`src/rtl/cpu_sequencer_pkg.sv`:
```
// Shared opcode, field and state definitions for the CPU sequencer.
package cpu_pkg;

  localparam int unsigned OPC_W   = 4;
  localparam int unsigned FIELD_W = 6;
  localparam int unsigned JMP_W   = 8;

  localparam logic [OPC_W-1:0] OP_NOP       = 4'h0;
  localparam logic [OPC_W-1:0] OP_ALU_FIRST = 4'h1;
  localparam logic [OPC_W-1:0] OP_ALU_LAST  = 4'h8;
  localparam logic [OPC_W-1:0] OP_MOV       = 4'h9;
  localparam logic [OPC_W-1:0] OP_JMP       = 4'hB;
  localparam logic [OPC_W-1:0] OP_JZ        = 4'hC;
  localparam logic [OPC_W-1:0] OP_HALT      = 4'hF;

  // IDLE..HALT keep their 3-bit codes; WB needs a ninth value internally.
  typedef enum logic [3:0] {
    S_IDLE      = 4'd0,
    S_FETCH     = 4'd1,
    S_DECODE    = 4'd2,
    S_RDA       = 4'd3,
    S_RDB       = 4'd4,
    S_ISSUE     = 4'd5,
    S_EXEC_WAIT = 4'd6,
    S_HALT      = 4'd7,
    S_WB        = 4'd8
  } state_e;

  // WB is reported on the 3-bit port under the execute-stage code.
  function automatic logic [2:0] state_code(state_e s);
    logic [3:0] v;
    v = s;
    return (s == S_WB) ? 3'd6 : v[2:0];
  endfunction

  function automatic logic is_alu(logic [OPC_W-1:0] op);
    return (op >= OP_ALU_FIRST) && (op <= OP_ALU_LAST);
  endfunction

  function automatic logic is_illegal(logic [OPC_W-1:0] op);
    return (op == 4'hA) || (op == 4'hD) || (op == 4'hE);
  endfunction

endpackage

```
`src/rtl/cpu_sequencer.sv`:
```
// Run/halt controlled fetch/decode/execute sequencer with handshaked ALU.
module cpu_sequencer
  import cpu_pkg::*;
#(
  parameter int unsigned PC_W        = 8,
  parameter int unsigned DATA_W      = 16,
  parameter int unsigned ADDR_W      = 6,
  parameter int unsigned ALU_TIMEOUT = 15
) (
  input  logic              clk,
  input  logic              reset,
  input  logic              run,
  output logic [PC_W-1:0]   rom_address,
  output logic              rom_read_enable,
  input  logic [DATA_W-1:0] rom_data,
  output logic              ram_read,
  output logic [ADDR_W-1:0] ram_read_addr,
  input  logic [DATA_W-1:0] ram_data_in,
  output logic              ram_write,
  output logic [ADDR_W-1:0] ram_write_addr,
  output logic [DATA_W-1:0] ram_data_out,
  output logic [3:0]        alu_op,
  output logic              alu_enable,
  output logic [DATA_W-1:0] alu_a,
  output logic [DATA_W-1:0] alu_b,
  input  logic [DATA_W-1:0] alu_result,
  input  logic              alu_zero,
  input  logic              alu_done,
  output logic [PC_W-1:0]   pc,
  output logic [2:0]        state,
  output logic              halted,
  output logic              error,
  output logic              illegal_op
);

  localparam int unsigned CNT_W = $clog2(ALU_TIMEOUT + 1);

  state_e              state_q, state_d;
  logic [PC_W-1:0]     pc_q;
  logic [DATA_W-1:0]   ir_q, opa_q, opb_q;
  logic                zflag_q;
  logic [CNT_W-1:0]    wcnt_q;
  logic                rom_re_q, ram_rd_q, ram_wr_q, alu_en_q;
  logic [ADDR_W-1:0]   ram_rd_addr_q, ram_wr_addr_q;
  logic [DATA_W-1:0]   ram_wdata_q;
  logic                halted_q, error_q, illegal_q;

  logic [OPC_W-1:0]    dec_op, ir_op;
  logic                timeout;
  state_e              boundary;

  assign dec_op   = rom_data[DATA_W-1 -: OPC_W];
  assign ir_op    = ir_q[DATA_W-1 -: OPC_W];
  assign timeout  = (wcnt_q == CNT_W'(ALU_TIMEOUT - 1));
  assign boundary = run ? S_FETCH : S_IDLE;

  // Next-state selection; the instruction boundary folds into DECODE/WB.
  always_comb begin
    state_d = state_q;
    case (state_q)
      S_IDLE:      if (run) state_d = S_FETCH;
      S_FETCH:     state_d = S_DECODE;
      S_DECODE: begin
        if (is_alu(dec_op))        state_d = S_RDA;
        else if (dec_op == OP_MOV) state_d = S_RDB;
        else if (dec_op == OP_HALT) state_d = S_HALT;
        else                       state_d = boundary;
      end
      S_RDA:       state_d = S_RDB;
      S_RDB:       state_d = S_ISSUE;
      S_ISSUE:     state_d = is_alu(ir_op) ? S_EXEC_WAIT : S_WB;
      S_EXEC_WAIT: begin
        if (alu_done)     state_d = S_WB;
        else if (timeout) state_d = S_HALT;
      end
      S_WB:        state_d = boundary;
      S_HALT:      state_d = S_HALT;
      default:     state_d = S_IDLE;
    endcase
  end

  // Datapath registers plus strobes registered against the state being entered.
  always_ff @(posedge clk or negedge reset) begin
    if (!reset) begin
      state_q       <= S_IDLE;
      pc_q          <= '0;
      ir_q          <= '0;
      opa_q         <= '0;
      opb_q         <= '0;
      zflag_q       <= 1'b0;
      wcnt_q        <= '0;
      rom_re_q      <= 1'b0;
      ram_rd_q      <= 1'b0;
      ram_rd_addr_q <= '0;
      ram_wr_q      <= 1'b0;
      ram_wr_addr_q <= '0;
      ram_wdata_q   <= '0;
      alu_en_q      <= 1'b0;
      halted_q      <= 1'b0;
      error_q       <= 1'b0;
      illegal_q     <= 1'b0;
    end else begin
      state_q       <= state_d;
      rom_re_q      <= 1'b0;
      ram_rd_q      <= 1'b0;
      ram_rd_addr_q <= '0;
      ram_wr_q      <= 1'b0;
      ram_wr_addr_q <= '0;
      ram_wdata_q   <= '0;
      alu_en_q      <= 1'b0;
      illegal_q     <= 1'b0;

      case (state_q)
        S_DECODE: begin
          ir_q      <= rom_data;
          illegal_q <= is_illegal(dec_op);
          if ((dec_op == OP_JMP) || ((dec_op == OP_JZ) && zflag_q))
            pc_q <= rom_data[PC_W-1:0];
          else
            pc_q <= pc_q + 1'b1;
        end
        S_RDB:   opa_q <= ram_data_in;
        S_ISSUE: begin
          opb_q <= ram_data_in;
          if (state_d == S_WB) ram_wdata_q <= ram_data_in;
        end
        S_EXEC_WAIT: begin
          wcnt_q <= wcnt_q + 1'b1;
          if (alu_done) begin
            zflag_q     <= alu_zero;
            ram_wdata_q <= alu_result;
          end else if (timeout) begin
            error_q <= 1'b1;
          end
        end
        default: ;
      endcase

      case (state_d)
        S_FETCH: rom_re_q <= 1'b1;
        S_RDA: begin
          ram_rd_q      <= 1'b1;
          ram_rd_addr_q <= rom_data[2*ADDR_W-1 -: ADDR_W];
        end
        S_RDB: begin
          ram_rd_q      <= 1'b1;
          ram_rd_addr_q <= (state_q == S_DECODE) ? rom_data[ADDR_W-1:0] : ir_q[ADDR_W-1:0];
        end
        S_EXEC_WAIT: begin
          if (state_q == S_ISSUE) begin
            alu_en_q <= 1'b1;
            wcnt_q   <= '0;
          end
        end
        S_WB: begin
          ram_wr_q      <= 1'b1;
          ram_wr_addr_q <= ir_q[2*ADDR_W-1 -: ADDR_W];
        end
        S_HALT:  halted_q <= 1'b1;
        default: ;
      endcase
    end
  end

  assign rom_address     = pc_q;
  assign rom_read_enable = rom_re_q;
  assign ram_read        = ram_rd_q;
  assign ram_read_addr   = ram_rd_addr_q;
  assign ram_write       = ram_wr_q;
  assign ram_write_addr  = ram_wr_addr_q;
  assign ram_data_out    = ram_wdata_q;
  assign alu_op          = ir_op;
  assign alu_enable      = alu_en_q;
  assign alu_a           = opa_q;
  assign alu_b           = opb_q;
  assign pc              = pc_q;
  assign state           = state_code(state_q);
  assign halted          = halted_q;
  assign error           = error_q;
  assign illegal_op      = illegal_q;

endmodule

```
`config.mk`:
```
export PLATFORM = sky130hd
export DESIGN_NAME = cpu_sequencer
export DESIGN_NICKNAME = d
export VERILOG_FILES = /design/src/rtl/cpu_sequencer_pkg.sv /design/src/rtl/cpu_sequencer.sv
export SDC_FILE = /design/constraint.sdc
export NUM_CORES = 1
export LEC_CHECK = 0
export ABC_AREA = 1
export BUFFER_PORTS_ARGS = -buffer_cell sky130_fd_sc_hd__buf_2
export CAP_MARGIN = 40
export CORE_MARGIN = 10
export CORE_UTILIZATION = 57
export CTS_BUF_LIST = sky130_fd_sc_hd__clkbuf_8
export DETAILED_ROUTE_END_ITERATION = 12
export PLACE_DENSITY = 0.88
export SYNTH_ARGS = -nofsm -noshare
export SYNTH_HDL_FRONTEND = slang
export SYNTH_SLANG_ARGS = --single-unit
```
`constraint.sdc`:
```
create_clock -name clk -period 3.89 [get_ports clk]
set_clock_uncertainty 0.1 [all_clocks]
set_input_delay 0.778 -clock clk [delete_from_list [all_inputs] [get_ports clk]]
set_output_delay 0.778 -clock clk [all_outputs]
set_load 0.05 [all_outputs]
```
# ---- Word level (Yosys, flattened, before mapping)
# Index checks and enable logic that the tools add are counted.
# W data, S select, Z words.
dict set report word_totals {
  regBits 100
  latch_bits 0
  ram_bits 0
  rom_bits 0
  input_bits 53
  output_inout_bits 90
  word_cells 82
  mem_count 0
}
dict set report classes {
  addsub 2
  mul 0
  n_div 0
  order_cmp 4
  eq_ne 22
  shift 0
  muxes 26
  bitwise 1
  reduce_logical 10
}
# cell n
set ops {}
lappend ops {{$eq A4 B4 Y1 const B} 10}
lappend ops {{$pmux W4 S9} 1}
lappend ops {{$mux W16} 2}
lappend ops {{$pmux W16 S2} 1}
lappend ops {{$eq A4 B3 Y1 const B} 7}
lappend ops {{$mux W4} 7}
lappend ops {{$eq A4 B2 Y1 const B} 3}
lappend ops {{$mux W3} 4}
lappend ops {{$mux W6} 2}
lappend ops {{$pmux W6 S2} 1}
lappend ops {{$add A8 B1 Y8 const B} 1}
lappend ops {{$eq A4 B1 Y1 const B} 2}
lappend ops {{$ge A4 B1 Y1 const B} 2}
lappend ops {{$le A4 B4 Y1 const B} 2}
lappend ops {{$mux W8} 1}
lappend ops {{$mux W1} 7}
lappend ops {{$add A4 B1 Y4 const B} 1}
lappend ops {{$logic_not A4 Y1} 1}
lappend ops {{$logic_and A1 B1 Y1} 3}
lappend ops {{$logic_or A1 B1 Y1} 3}
lappend ops {{$reduce_and A3 Y1} 1}
lappend ops {{$reduce_and A2 Y1} 1}
lappend ops {{$reduce_or A2 Y1} 1}
lappend ops {{$not A1 Y1} 1}

# ---- Logic depth before layout (Yosys ltp)
# Gate-level depths: netlist (run 1).
dict set report logic_depth {
  ltp_word 8
  depth_mapped 11
  mapped_depth_nobuf 11
}

# ---- Least setup slack after synthesis (run 1)
# No wires, ideal clock.
dict set report synth_path {
  path_kind {register -> output}
  start {register state_q[0]}
  end {output state[1]}
  arrival_time_ps 1158
  t_required_ps 3012
  setup_slack_ps 1854
  path_stages_with_launch 4
  path_buffers 0
  cell_sequence {dfrtp_1 > nor2_1 > nand3_1 > nand2_1}
}
dict set report synth_via {
  elab_chain_len 2
}
# element line
set synth_lines {}
lappend synth_lines {{from (decl)} cpu_sequencer.sv:38} ;# state_e state_q, state_d;
lappend synth_lines {{from (signal assigned)} cpu_sequencer.sv:103} ;# state_q <= state_d;
lappend synth_lines {{$eq A4 B4 Y1} cpu_sequencer_pkg.sv:33} ;# return (s == S_WB) ? 3'd6 : v[2:0];
lappend synth_lines {{$mux W3} cpu_sequencer_pkg.sv:33}
lappend synth_lines {{to (decl)} cpu_sequencer.sv:30} ;# output logic [2:0] state,
# Every way passes these cells.

# ---- Final worst setup path (run 1)
dict set report layout_path {
  start {register state_q[0]}
  end {register ram_rd_addr_q[4], in the netlist ram_read_addr[4]}
}
dict set report layout_via {
  elab_chain_len 5
  elab_cells_between_ends 17
  classes_between {eq/ne: 10; mux: 6; reduce/logical: 1}
}
# element line
set layout_lines {}
lappend layout_lines {{$mux W4} cpu_sequencer.sv:74} ;# else if (timeout) state_d = S_HALT;
lappend layout_lines {{$mux W4} cpu_sequencer.sv:73} ;# if (alu_done) state_d = S_WB;
lappend layout_lines {{$pmux W4 S9} cpu_sequencer.sv:60} ;# case (state_q)
lappend layout_lines {{$eq A4 B3 Y1 / $eq A4 B2 Y1 (equally long branches)} cpu_sequencer.sv:139} ;# case (state_d)
lappend layout_lines {{$pmux W6 S2 (*)} cpu_sequencer.sv:139}
lappend layout_lines {{to (signal assigned)} cpu_sequencer.sv:143} ;# ram_rd_addr_q <= rom_data[2*ADDR_W-1 -: ADDR_W];
lappend layout_lines {{to (signal assigned)} cpu_sequencer.sv:147} ;# ram_rd_addr_q <= (state_q == S_DECODE) ? rom_data[ADDR_W-1:0] : ir_q[ADDR_W-1:0];
lappend layout_lines {{to (decl)} cpu_sequencer.sv:44} ;# logic [ADDR_W-1:0] ram_rd_addr_q, ram_wr_addr_q;
# Mark *: on every way between the ends. The rest lies on a longest branch, timed or not.
# A chain may end at the register's enable or synchronous reset.

==> summary.md, run 1 <==
| Metric | Value |
|---|---|
| Max Cap Viol | `0` |
| Largest family of logic cells by synthesized area | `simple AND/OR/NAND/NOR gates` |
| Inserted Clock Buffers | `9` |
| Post-synthesis mux area share | `0.256%` |
| Crit-path slowest cell | `nand2_1` |
| Top cell type's share of synthesized area | `56.8%` |
| Post-Syn Instances | `496` |
| DR WL/cell | `16.4 um` |
| Residual DRC | `0` |
| Hold Vio Cnt, Final | `0` |
| Clk_lat worst skew | `350 ps` |
| Reg2Reg Launch Point | `state_q[0]$_DFF_PN0_` |
| Synth unique cells | `30` |
| Yosys reg bits | `100` |
| CTS tree | `built` |
| Die Ht | `108 um` |
| Setup crit start kind | `flop` |
| CP max stage delay | `660 ps` |
| # IOs | `143` |
| Post-layout util | `71.0%` |
| Synth Area per Inst | `8.88 sq um` |
| FF-to-FF End | `ram_read_addr[4]$_DFF_PN0_` |
| Area contributors post-synth | `dfrtp_1 57%, nand2_1 14%, o21ai_0 4.7%` |
| Initial antenna violation count | `0` |
| DIE AREA | `11,600 sq um` |
| Area growth, synth to finish | `18.8%` |
| CTS Sinks | `100` |
| Clock-pin transition on the worst setup and hold timing paths | `100 ps` |
| Net count, final | `675` |
| Htree depth | `3` |
| Crit Path Max Fanout | `30` |
| Status | `finished clean` |
| Post-DP HPWL | `8960 um` |
| Fin. max-slew vios | `0` |
| Reg2Reg Depth | `10` |
| Worst path required time | `4090 ps` |
| Compound-Gate Fraction of Synth Area | `7.95%` |
| Placed cells | `707` |
| Critical Path Sink | `ram_read_addr[4]$_DFF_PN0_` |
| Vias in the first global route | `3,763` |
| Post-Route WL | `11,800 um` |
| Post-CTS Resized | `0` |
| Simple-Gate Fraction of Synth Area | `25.6%` |
| Post-synth top area cell | `dfrtp_1` |
| Drt initial violations | `253` |
| N_diodes | `0` |
| Top delay family on crit path | `simple AND/OR/NAND/NOR gates` |
| Synth Area in Adders | `0.852%` |
| Number of vias per cell | `5.31` |
| First-pass GRT wire length | `19,200 um` |
| GPL Wtd Cong | `0.875` |
| Worst EP arrival | `2980 ps` |
| CTS max path bufs | `2` |
| Yosys warns | `0` |
| Setup CP Type | `flop to flop` |
| Post-CTS Setup Bufs | `0` |
| R2R Setup Slk | `1110 ps` |
| Drt pass-1 iters | `5` |
| Number of fill cells | `597` |
| Buf+Inv Stages, Crit Path | `3` |
| Start point of the critical path | `state_q[0]$_DFF_PN0_` |
| Crit path top cell by count | `nand2_1` |
| Pwr per Cell Area | `929 nW/um^2` |
| RSZ-0062 raised after global routing | `no` |
| Largest net degree at the start of global routing | `46` |
| HP Class | `primary input to async pin` |
| CP Cell Sequence | `inv_2, nand2_1, inv_2, nand2_1, inv_2, nand2_1, nand3_2, nor2_2, nand3_1, nand2_1` |
| Root buffer cell | `clkbuf_8` |
| GRT overflow | `0` |
| Setup TNS Final | `0 ps` |
| Final period demand of the worst path | `2780 ps` |
| Seq/Total Area, Yosys | `56.8%` |
| Cell area after synthesis | `4400 sq um` |
| Setup Viol. Count Final | `0` |
| Fmax | `0.360 GHz` |
| Syn nets | `552` |
| Cts hold-fix bufs | `0` |
| Post-Layout Cell Count | `721` |
| Antenna-violating nets left | `0` |
| Share of cells above drive strength 1 | `29.9%` |
| Leakage | `2.96 nW` |
| FP Rows | `31` |
| Gr usage total | `20.7%` |
| Vias | `3,826` |
| Critical path capture point type | `flop` |
| Crit path depth | `10` |
| Initial Util | `59.8%` |
| I/O Buffers | `142` |
| Core area | `7370 sq um` |
| XOR/XNOR Fraction of Synth Area | `0.795%` |
| Worst-Margin Slew | `907 ps` |
| Die X | `108 um` |
| Fin crit share | `71.5%` |
| Slew headroom | `39.4%` |
| VDD IR max | `0.591 mV` |
==> state kept, by name (all words and copies together) (netlist names) <==
register / cells
alu_b: 16
ram_data_out: 16
ram_write_addr: 6
pc: 8
alu_a: 16
rom_read_enable: 1
ram_read: 1
ir_q: 16
ram_write: 1
ram_read_addr: 6
zflag_q: 1
alu_enable: 1
illegal_op: 1
error: 1
wcnt_q: 4
state_q: 4
halted: 1
==> placed cells by master (no fill, tap or decap), types with 10 or more instances in the layout <==
master / n
nand2_1: 159
buf_2: 141
dfrtp_1: 100
o21ai_0: 41
nand3_1: 36
inv_1: 29
nor2_1: 25
o21ai_1: 14
a21oi_1: 12
clkbuf_8: 10
==> worst register-to-register path, stage by stage, from the launching register on <==
cell and delay [ps]:
dfrtp_1 470, inv_2 60, nand2_1 80, inv_2 60, nand2_1 660, inv_2 370, nand2_1 180, nand3_2 200
nor2_2 320, nand3_1 140, nand2_1 90
==> metrics by stage <==
step	area (sq um)	hold WS, ps	setup WS, ps	power [mW]
6_report	5230	289	1110	4.86
5_1_grt	5230	328	783	5.16
4_1_cts	5230	303	1130	4.88
3_5_place_dp	5060	360	1170	4.30
3_3_place_gp	5060	353	1390	4.21
2_1_floorplan	4400	345	1850	3.74
==> power breakdown <==
part / switching (mW) / total (mW) / internal (mW)
registers: 0.220 / 1.62 / 1.41
logic: 2.08 / 2.65 / 0.564
clock network: 0.343 / 0.586 / 0.243
total: 2.64 / 4.86 / 2.21
==> cells in the mapped netlist, drive strengths merged <==
| master | count |
|---|---|
| nand2 | 168 |
| dfrtp | 100 |
| o21ai | 55 |
| inv | 38 |
| nand3 | 38 |
| nor2 | 31 |
| buf | 24 |
| a21oi | 12 |
| clkbuf | 8 |
| nand4 | 8 |
| xor2 | 4 |
| ha | 3 |
| nor3 | 2 |
| mux2 | 1 |
| nand3b | 1 |
| o211ai | 1 |
| o21bai | 1 |
| or2 | 1 |
==> cell type report <==
| cell class | instances | area (sq um) | share of cell area (%) |
|---|---|---|---|
| flip-flops and latches | 100 | 2500 | 47.8 |
| clock buffers | 10 | 138 | 2.63 |
| inverters | 38 | 148 | 2.82 |
| clock inverters | 4 | 27.5 | 0.526 |
| repair buffers | 144 | 728 | 13.9 |
| well taps | 99 | 124 | 2.37 |
| multi-input cells | 326 | 1560 | 29.9 |
==> per-layer routing <==
layer  vias to the layer above  track usage (%)  wire [um]
met5                         -                0          0
met4                         0             7.44        283
met3                        22             5.09       1010
met2                       184             33.5       5740
met1                      1805             26.3       4800
li1                       1815                -          -
==> worst min path at each step <==
| stage | startpoint | end | cells after the start |
|---|---|---|---|
| CTS | reset | alu_a[2]$_DFFE_PN0P_ | 1 |
| global route | reset | alu_a[2]$_DFFE_PN0P_ | 1 |
| global placement | error$_DFFE_PN0P_ | error$_DFFE_PN0P_ | 1 |
| detailed placement | alu_a[10]$_DFFE_PN0P_ | alu_a[10]$_DFFE_PN0P_ | 2 |
| floorplan | ir_q[0]$_DFFE_PN0P_ | ir_q[0]$_DFFE_PN0P_ | 2 |
| finish | reset | alu_a[11]$_DFFE_PN0P_ | 1 |
==> kinds of logic (layout without fill, tap and decap cells) <==
group	count (synthesis)	after routing
XOR/XNOR	4	4
multiplexers	1	1
buffers and inverters	70	196
flip-flops	100	100
AO/OA/AOI/OAI	69	69
AND/OR/NAND/NOR	249	249
adder cells (fa/ha/maj)	3	3
No activity file was read; power rests on OpenSTA's default activity.
==> run 2, diff against run 1 <==
- CORE_UTILIZATION: 57 -> 47
- PLACE_DENSITY: 0.88 -> 0.78
- clock period: 3.89 -> 2.4 ns (I/O delays scaled with it)
==> summary.md, run 2 (synthesis gave the netlist of run 1 again) <==
| Metric | Value |
|---|---|
| Status | `finished clean` |
| RSZ-0062 raised after global routing | `no` |
| Crit Path Max Fanout | `6` |
| Clk network pwr share | `13.9%` |
| Fmax | `0.453 GHz` |
| Initial antenna violation count | `1` |
| Setup CP Type | `flop to primary output` |
| Die X | `117 um` |
| GRT overflow | `0` |
| Slew headroom | `64.7%` |
| Hold Path Depth | `3` |
| Reg2Reg Launch Point | `state_q[1]$_DFF_PN0_` |
| Number of vias per cell | `5.16` |
| Htree depth | `3` |
| Largest net degree at the start of global routing | `45` |
| Most frequent cells in the layout | `159 x nand2_1, 141 x buf_2, 100 x dfrtp_1` |
| DR WL/cell | `17.0 um` |
| Critical path capture point type | `primary output` |
| Gr usage total | `18.8%` |
| Worst path required time | `1820 ps` |
| Pwr per Cell Area | `1520 nW/um^2` |
| GPL Wtd Cong | `0.864` |
| Max Cap Viol | `0` |
| Worst-Margin Slew | `530 ps` |
| Net Sw Frac | `54.0%` |
| Post-DP HPWL | `9460 um` |
| Setup Viol. Count Final | `0` |
| Net Switching | `4.38 mW` |
| Net count, final | `680` |
| Inserted Clock Buffers | `9` |
| Drt pass-1 iters | `5` |
| FP Rows | `35` |
| Leakage | `3.00 nW` |
| Setup TNS Final | `0 ps` |
| Pint | `3.72 mW` |
| Clock-pin transition on the worst setup and hold timing paths | `110 ps` |
| Clk_lat worst skew | `360 ps` |
| Reg2Reg Depth | `7` |
| Vias in the first global route | `3,939` |
| Start point of the critical path | `state_q[0]$_DFF_PN0_` |
| Share of cells above drive strength 1 | `30.7%` |
| Final period demand of the worst path | `2210 ps` |
| Combinational fraction of design power | `53.2%` |
| Initial Util | `47.9%` |
| Fin. max-slew vios | `0` |
| VDD IR max | `0.644 mV` |
| CTS Sinks | `100` |
| HP Class | `primary input to flop` |
| Root buffer cell | `clkbuf_8` |
| Die Ht | `117 um` |
| First-pass GRT wire length | `20,200 um` |
| Antenna-violating nets left | `0` |
| Area growth, synth to finish | `21.3%` |
| I/O Buffers | `142` |
| Setup crit start kind | `flop` |
| DIE AREA | `13,600 sq um` |
| Hold Vio Cnt, Final | `0` |
| CTS max path bufs | `2` |
| Fin crit share | `92.0%` |
| Most common cell after layout, fill and taps aside | `nand2_1` |
| Final worst slack | `192 ps` |
| Post-Route WL | `12,600 um` |
| Residual DRC | `0` |
| Vias | `3,827` |
| Setup WS pre-CTS | `373 ps` |
| Sequential share of power | `32.8%` |
| Drt initial violations | `302` |
| Hold path startpoint | `ram_data_in[11]` |
| Core area | `9200 sq um` |
| Total Power | `8.10 mW` |
| Worst EP arrival | `1630 ps` |
| CTS tree | `built` |
| # IOs | `143` |
| Number of fill cells | `833` |
| Post-CTS Setup Bufs | `0` |
run 2: cell type report:
class / count / area [sq um] / area share (%)
Tap cell: 111 / 139 / 2.60
Antenna cell: 1 / 2.50 / 0.0468
Timing Repair Buffer: 149 / 781 / 14.6
Multi-Input combinational cell: 326 / 1560 / 29.3
Sequential cell: 100 / 2500 / 46.8
Inverter: 38 / 148 / 2.76
Clock inverter: 7 / 83.8 / 1.57
Clock buffer: 9 / 124 / 2.32
run 2: worst paths after layout:
| check | endpoint | slack [ps] |
|---|---|---|
| setup / recovery | state[2] | 190 |
| hold / removal | alu_a[11]$_DFFE_PN0P_ | 210 |
| setup reg to reg | ram_data_out[7]$_DFF_PN0_ | 390 |
| hold reg to reg | alu_a[10]$_DFFE_PN0P_ | 380 |
| max in group asynchronous | alu_a[2]$_DFFE_PN0P_ | 1020 |
| min in group asynchronous | alu_a[8]$_DFFE_PN0P_ | 520 |
run 2: metrics by stage:
stage | util, % | hold WS, ps | instances | instance area, sq um
after floorplan | - | 84.4 | 496 | 4400
after global placement | 55.7 | 360 | 723 | 5120
after detailed placement | 55.7 | 361 | 723 | 5120
after CTS | 58.1 | 202 | 740 | 5340
after global routing | 58.1 | 199 | 741 | 5340
final | 58.1 | 211 | 741 | 5340
run 2: worst max-delay path, cell delays in order, from the launching register on:
cell and delay, ps:
dfrtp_1 460, nor2_1 310, nand3_1 150, nand2_1 90, buf_2 260
run 2: metal layers:
layer / global-route usage [%] / routed length (um) / vias up / part of all wire [%]
met5: 0 / 0 / - / 0
met4: 7.83 / 351 / 0 / 2.8
met3: 5.20 / 852 / 26 / 6.8
met2: 30.8 / 6240 / 144 / 50
met1: 22.9 / 5130 / 1820 / 41
li1: - / - / 1837 / -
run 2: repair_timing:
action / CTS / global route
resized for setup: 0 / 0
hold endpoints to repair: 23 / 0
hold buffers: 1 / 0
run 2: power by group through the flow:
stage / registers [mW] / logic, mW / clock network (mW)
after floorplan: 3.99 / 2.07 / 0
after global placement: 2.65 / 4.23 / 0
after detailed placement: 2.67 / 4.32 / 0
after CTS: 2.65 / 4.34 / 1.14
after global routing: 2.72 / 4.66 / 1.22
final: 2.66 / 4.31 / 1.13
